## config.mk

```make
export PLATFORM = sky130hd
export DESIGN_NAME = receptor_16_uc
export DESIGN_NICKNAME = d
export VERILOG_FILES = /design/src/rtl/receptor_16_uc_pkg.sv /design/src/rtl/receptor_16_uc_contador_m.sv /design/src/rtl/receptor_16_uc.sv
export SDC_FILE = /design/constraint.sdc
export NUM_CORES = 1
export LEC_CHECK = 0
export ABC_AREA = 1
export BUFFER_PORTS_ARGS = -buffer_cell sky130_fd_sc_hd__clkbuf_2
export CORE_MARGIN = 2
export CORE_UTILIZATION = 40
export DETAILED_ROUTE_END_ITERATION = 8
export HOLD_SLACK_MARGIN = 0.15
export PLACE_DENSITY = 0.62
export SLEW_MARGIN = 20
export SYNTH_ARGS = -nofsm -noshare
export SYNTH_HDL_FRONTEND = slang
export SYNTH_SLANG_ARGS = --single-unit
```

## constraint.sdc

```tcl
create_clock -name clock -period 3.4 [get_ports clock]
set_input_delay 0.68 -clock clock [delete_from_list [all_inputs] [get_ports clock]]
set_output_delay 0.68 -clock clock [all_outputs]
set_load 0.01 [all_outputs]
```

## src/rtl/receptor_16_uc_pkg.sv

```systemverilog
// receptor_16_uc_pkg
// Shared definitions for the 16-bit receive control unit: the 4-bit state
// encodings (also read by the debug 7-segment decoder), the FSM state type
// and a helper that tells whether a state belongs to an active reception.
package receptor_16_uc_pkg;

  localparam logic [3:0] EST_INICIAL      = 4'd0;
  localparam logic [3:0] EST_ESPERA_HIGH  = 4'd1;
  localparam logic [3:0] EST_CARREGA_HIGH = 4'd2;
  localparam logic [3:0] EST_ESPERA_LOW   = 4'd3;
  localparam logic [3:0] EST_CARREGA_LOW  = 4'd4;
  localparam logic [3:0] EST_FIM          = 4'd5;
  localparam logic [3:0] EST_ERRO         = 4'd6;

  typedef enum logic [3:0] {
    INICIAL      = EST_INICIAL,
    ESPERA_HIGH  = EST_ESPERA_HIGH,
    CARREGA_HIGH = EST_CARREGA_HIGH,
    ESPERA_LOW   = EST_ESPERA_LOW,
    CARREGA_LOW  = EST_CARREGA_LOW,
    FIM          = EST_FIM,
    ERRO         = EST_ERRO
  } estado_t;

  // A word is "in flight" everywhere except idle, done and error.
  function automatic logic is_recebendo(input estado_t e);
    logic r;
    case (e)
      INICIAL, FIM, ERRO: r = 1'b0;
      ESPERA_HIGH, CARREGA_HIGH, ESPERA_LOW, CARREGA_LOW: r = 1'b1;
      default: r = 1'b0;
    endcase
    return r;
  endfunction

endpackage

```

## src/rtl/receptor_16_uc_contador_m.sv

```systemverilog
// contador_m
// Modulo-M up counter used as the inter-byte timeout timer.
// Ports:
//   clock_i  - system clock
//   reset_i  - asynchronous active-high reset, clears the count
//   clear_i  - synchronous clear (has priority over enable_i)
//   enable_i - count one step this cycle
//   tc_o     - terminal count: count is M-1
module contador_m #(
  parameter int M = 10_000,
  parameter int W = $clog2(M)
) (
  input  logic clock_i,
  input  logic reset_i,
  input  logic clear_i,
  input  logic enable_i,
  output logic tc_o
);

  localparam logic [W-1:0] ULTIMO = W'(M - 1);

  logic [W-1:0] count_q;
  logic [W-1:0] count_d;

  // next count: clear wins, otherwise wrap at M-1
  always_comb begin
    count_d = count_q;
    if (clear_i) begin
      count_d = '0;
    end else if (enable_i) begin
      if (count_q == ULTIMO) begin
        count_d = '0;
      end else begin
        count_d = count_q + W'(1);
      end
    end else begin
      count_d = count_q;
    end
  end

  // count register
  always_ff @(posedge clock_i or posedge reset_i) begin
    if (reset_i) begin
      count_q <= '0;
    end else begin
      count_q <= count_d;
    end
  end

  assign tc_o = (count_q == ULTIMO);

endmodule

```

## src/rtl/receptor_16_uc.sv

```systemverilog
// receptor_16_uc
// Control unit for the 16-bit serial receive datapath. Arms on iniciar,
// loads the first good byte as bits [15:8] and the second as bits [7:0],
// then pulses pronto. Parity failure on either byte, or no second byte
// within TIMEOUT_CYCLES, aborts the word with a sticky error flag.
// Ports:
//   clock, reset (async, active-high)
//   iniciar                 - arm from INICIAL or ERRO (level)
//   fim_receber, parity_ok  - byte-complete pulse and its parity result
//   load_data_high/low      - 1-cycle load strobes to the datapath
//   recebendo               - word in progress
//   pronto                  - 1-cycle word-complete pulse
//   erro_paridade/timeout   - sticky error flags, cleared on re-arm
//   db_estado               - current state code for debug displays
// All outputs are registers loaded from the next-state value, so they
// follow the state register exactly with no input-to-output paths.
module receptor_16_uc
  import receptor_16_uc_pkg::*;
#(
  parameter int TIMEOUT_CYCLES = 10_000,
  parameter int CNT_W          = $clog2(TIMEOUT_CYCLES)
) (
  input  logic       clock,
  input  logic       reset,
  input  logic       iniciar,
  input  logic       fim_receber,
  input  logic       parity_ok,
  output logic       load_data_high,
  output logic       load_data_low,
  output logic       recebendo,
  output logic       pronto,
  output logic       erro_paridade,
  output logic       erro_timeout,
  output logic [3:0] db_estado
);

  estado_t    estado_q;
  estado_t    estado_d;
  logic       erro_paridade_q;
  logic       erro_paridade_d;
  logic       erro_timeout_q;
  logic       erro_timeout_d;
  logic       load_high_q;
  logic       load_low_q;
  logic       recebendo_q;
  logic       pronto_q;
  logic [3:0] db_estado_q;
  logic       timeout_tc_s;

  // The timer restarts while the high byte is loaded and runs only in
  // ESPERA_LOW, so ERRO is reached TIMEOUT_CYCLES after entering it.
  contador_m #(
    .M (TIMEOUT_CYCLES),
    .W (CNT_W)
  ) u_timeout (
    .clock_i  (clock),
    .reset_i  (reset),
    .clear_i  (estado_q == CARREGA_HIGH),
    .enable_i (estado_q == ESPERA_LOW),
    .tc_o     (timeout_tc_s)
  );

  // next-state and error-flag logic
  always_comb begin
    estado_d        = estado_q;
    erro_paridade_d = erro_paridade_q;
    erro_timeout_d  = erro_timeout_q;
    case (estado_q)
      INICIAL: begin
        if (iniciar) begin
          estado_d = ESPERA_HIGH;
        end else begin
          estado_d = INICIAL;
        end
      end
      ESPERA_HIGH: begin
        if (fim_receber && parity_ok) begin
          estado_d = CARREGA_HIGH;
        end else if (fim_receber) begin
          estado_d        = ERRO;
          erro_paridade_d = 1'b1;
        end else begin
          estado_d = ESPERA_HIGH;
        end
      end
      CARREGA_HIGH: estado_d = ESPERA_LOW;
      ESPERA_LOW: begin
        // a byte arriving on the terminal-count cycle beats the timeout
        if (fim_receber && parity_ok) begin
          estado_d = CARREGA_LOW;
        end else if (fim_receber) begin
          estado_d        = ERRO;
          erro_paridade_d = 1'b1;
        end else if (timeout_tc_s) begin
          estado_d       = ERRO;
          erro_timeout_d = 1'b1;
        end else begin
          estado_d = ESPERA_LOW;
        end
      end
      CARREGA_LOW: estado_d = FIM;
      FIM:         estado_d = INICIAL;
      ERRO: begin
        if (iniciar) begin
          estado_d        = ESPERA_HIGH;
          erro_paridade_d = 1'b0;
          erro_timeout_d  = 1'b0;
        end else begin
          estado_d = ERRO;
        end
      end
      default: estado_d = INICIAL;
    endcase
  end

  // state, flag and decoded-output registers
  always_ff @(posedge clock or posedge reset) begin
    if (reset) begin
      estado_q        <= INICIAL;
      erro_paridade_q <= 1'b0;
      erro_timeout_q  <= 1'b0;
      load_high_q     <= 1'b0;
      load_low_q      <= 1'b0;
      recebendo_q     <= 1'b0;
      pronto_q        <= 1'b0;
      db_estado_q     <= 4'd0;
    end else begin
      estado_q        <= estado_d;
      erro_paridade_q <= erro_paridade_d;
      erro_timeout_q  <= erro_timeout_d;
      load_high_q     <= (estado_d == CARREGA_HIGH);
      load_low_q      <= (estado_d == CARREGA_LOW);
      recebendo_q     <= is_recebendo(estado_d);
      pronto_q        <= (estado_d == FIM);
      db_estado_q     <= estado_d;
    end
  end

  assign load_data_high = load_high_q;
  assign load_data_low  = load_low_q;
  assign recebendo      = recebendo_q;
  assign pronto         = pronto_q;
  assign erro_paridade  = erro_paridade_q;
  assign erro_timeout   = erro_timeout_q;
  assign db_estado      = db_estado_q;

endmodule

```

==> flow_summary.toml <==
[sta]
final-hold-violation-count = 0
skew_ps = 4.481
fmax_ghz = 0.5976
fin_crit_ps = 1673
grt_setup_unrepaired = "no"
relSlewSlack_pct = 42.47
setup_tns_ps = 0
hold_ws_ps = 507.0
timing.final.max_slew_violations = 0
setup_viol = 0
period_share_pct = 49.22
setup_slack_ps = 1727
worst_pin_slew_ps = 862.1

[routing]
vias = 1183
first_iter_violations = 56
wl_mm = 2.772
viasPerCell = 4.868
ant_nets = 0
drcViolationCount = 0
drt_pass1_iterations = 4
routedWlPerCell_um = 11.41

[yosys]
synth_area_leader_cell = "dfrtp_1"
yosysWarnings = 0
netlist_area_um2 = 1360
syn-num-nets = 189
synth_cell_types = 28
syn_inst = 183
synthTopCellsByArea = "dfrtp_1 42%, nand2_1 14%, inv_1 6.3%"
ys_seq_elements = 23
synth_area_per_cell_um2 = 7.432
synth_seq_area_share_pct = 42.32
synth_top_area_share_pct = 42.32

[power]
max-vdd-ir-drop_mv = 0.3213
p_per_area_nw_per_um2 = 560.9
p_leak_nw = 0.7559

[floorplan]
die_x_um = 62.31
start_util_pct = 41.08
core_area_um2 = 3311
design.die.area_um2 = 3883
io_pins = 15
fp-row-count = 21
die_y_um = 62.31

[finish]
multi_input_area_um2 = 663.1
area_delta_synth_final_pct = 9.199
nNetsFinal = 204
seqCellArea_um2 = 575.6
nFillCells = 368
fin_util_pct = 44.86
drive_gt1_share_pct = 17.26
antenna_cells = 0

[setup_path]
critical_path.startpoint = "db_estado[0]$_DFF_PP0_"
cp-start-kind = "flop"
endpoint = "db_estado[0]"
crit_family = "flip-flops"
worstSetupPathType = "reg2out"
reg2reg_to = "load_data_high$_DFF_PP0_"
path_depth = 1
worst-path-max-fanout = 7
arrival_ps = 990
worstRegToRegCells = 7
r2r-start = "db_estado[2]$_DFF_PP0_"
crit_slowest_cell = "dfrtp_1"
crit_path_cell_trace = "clkbuf_2"
rrSetupSlack_ps = 1890
end_kind = "output pin"
required_ps = 2720
critPathBufInv = 1
slowest_delay_ps = 500

[global_routing]
gr-usage-met3_pct = 2.174
met2_usage_pct = 26.90
antenna_found_initial = 0
grt_pass1_vias = 1144
busiest_layer = "met2"
grt_first_pass_wirelength_mm = 4.954
grt_max_degree = 24
grt_overflow = 0
gr-usage-met1_pct = 20.14
grt_usage_pct = 15.66

[clock_tree]
post_cts_resized = 0
cts_made_buffers = 3
clock_latency_ps = 300
cts_sinks = 23
cts_tree = "yes"
clock_path_buffers = 2
path_clk_slew_ps = 120
htree_levels = 1
post_cts_buffers = 0
cts_root_buf = "clkbuf_4"
cts_hold_buf = 0

[min_path]
hp-class = "in2async"

[place]
place.port_buffers = 13
post-place-ws_ps = 1893
hpwl_mm = 2.164
routabilityCongestion = 0.7918

[outcome]
status = "finished, final reports clean"

[run]
cap_violations = 0
logic make-up after synthesis:
family / Yosys count / share of synthesized area [%]
compound gates: 21 / 8.097
buf+inv: 29 / 8.923
flops: 23 / 42.32
xor+xnor: 2 / 1.288
fa+ha+maj: 1 / 0.9198
simple gates: 106 / 38.18
other cells: 1 / 0.2757
cells in the mapped netlist (all sizes together):
cell,n
nand3,20
nor2,24
o22ai,1
dfrtp,23
xor2,1
o21ai,14
xnor2,1
conb,1
a21oi,4
nand2,54
a31oi,1
inv,26
nand4,5
nor3,3
buf,3
o211ai,1
ha,1
worst min-delay path by stage:
stage / end / slack (ps) / start / depth (start not counted)
after detailed placement: u_timeout.count_q[12]$_DFFE_PP0P_ / 480 / u_timeout.count_q[12]$_DFFE_PP0P_ / 2
final: u_timeout.count_q[7]$_DFFE_PP0P_ / 510 / reset / 2
after global placement: erro_timeout$_DFFE_PP0P_ / 520 / erro_timeout$_DFFE_PP0P_ / 2
after floorplan: u_timeout.count_q[12]$_DFFE_PP0P_ / 460 / u_timeout.count_q[12]$_DFFE_PP0P_ / 2
after global routing: u_timeout.count_q[12]$_DFFE_PP0P_ / 530 / u_timeout.count_q[12]$_DFFE_PP0P_ / 2
after CTS: u_timeout.count_q[12]$_DFFE_PP0P_ / 520 / u_timeout.count_q[12]$_DFFE_PP0P_ / 2
report_power, final:
group          switching, mW  internal (mW)
Sequential            0.0507          0.326
Combinational          0.222          0.109
Clock                 0.0795         0.0457
routing by layer:
metal,wire [um],share of wire [%],vias to the layer above
met2,1318,48,13
met3,71,2.6,2
met5,0,0,-
met4,20,0.72,0
met1,1361,49,556
li1,-,-,612
layout make-up:
type / count / share of cell area [%]
Inverter: 26 / 6.571
Sequential cell: 23 / 38.75
Clock buffer: 4 / 1.769
Tap cell: 46 / 3.875
Multi-Input combinational cell: 131 / 44.65
Timing Repair Buffer: 13 / 4.381
flip-flops by register name, indices dropped and copies added, names as in the netlist:
name and count:
u_timeout.count_q 14, db_estado 3, erro_paridade 1, erro_timeout 1, load_data_high 1, load_data_low 1, pronto 1, recebendo 1
layout by cell type (no fill, tap or decap):
cell / instances
xnor2_1: 1
clkbuf_2: 13
a21oi_1: 4
nand2_4: 1
nand2_2: 3
nor2_1: 19
xor2_1: 1
nor2_2: 2
conb_1: 1
nand4_1: 4
nand3_1: 16
o21ai_1: 8
nor3_1: 2
ha_1: 1
a31oi_1: 1
o211ai_1: 1
nand3_2: 4
inv_2: 3
clkbuf_1: 1
nor3_4: 1
inv_1: 23
nand4_2: 1
nor2_4: 3
o21ai_0: 6
o22ai_1: 1
dfrtp_1: 23
clkbuf_4: 3
nand2_1: 50
per-stage QoR:
step                      instances  area, um^2  power, mW
after floorplan                 183        1360     0.6259
after global placement          239        1459     0.7160
after detailed placement        239        1459     0.7152
after global routing            243        1485     0.9041
final                           243        1485     0.8331
after CTS                       243        1485     0.8440
Note: power is estimated with default switching activity, not from simulation.
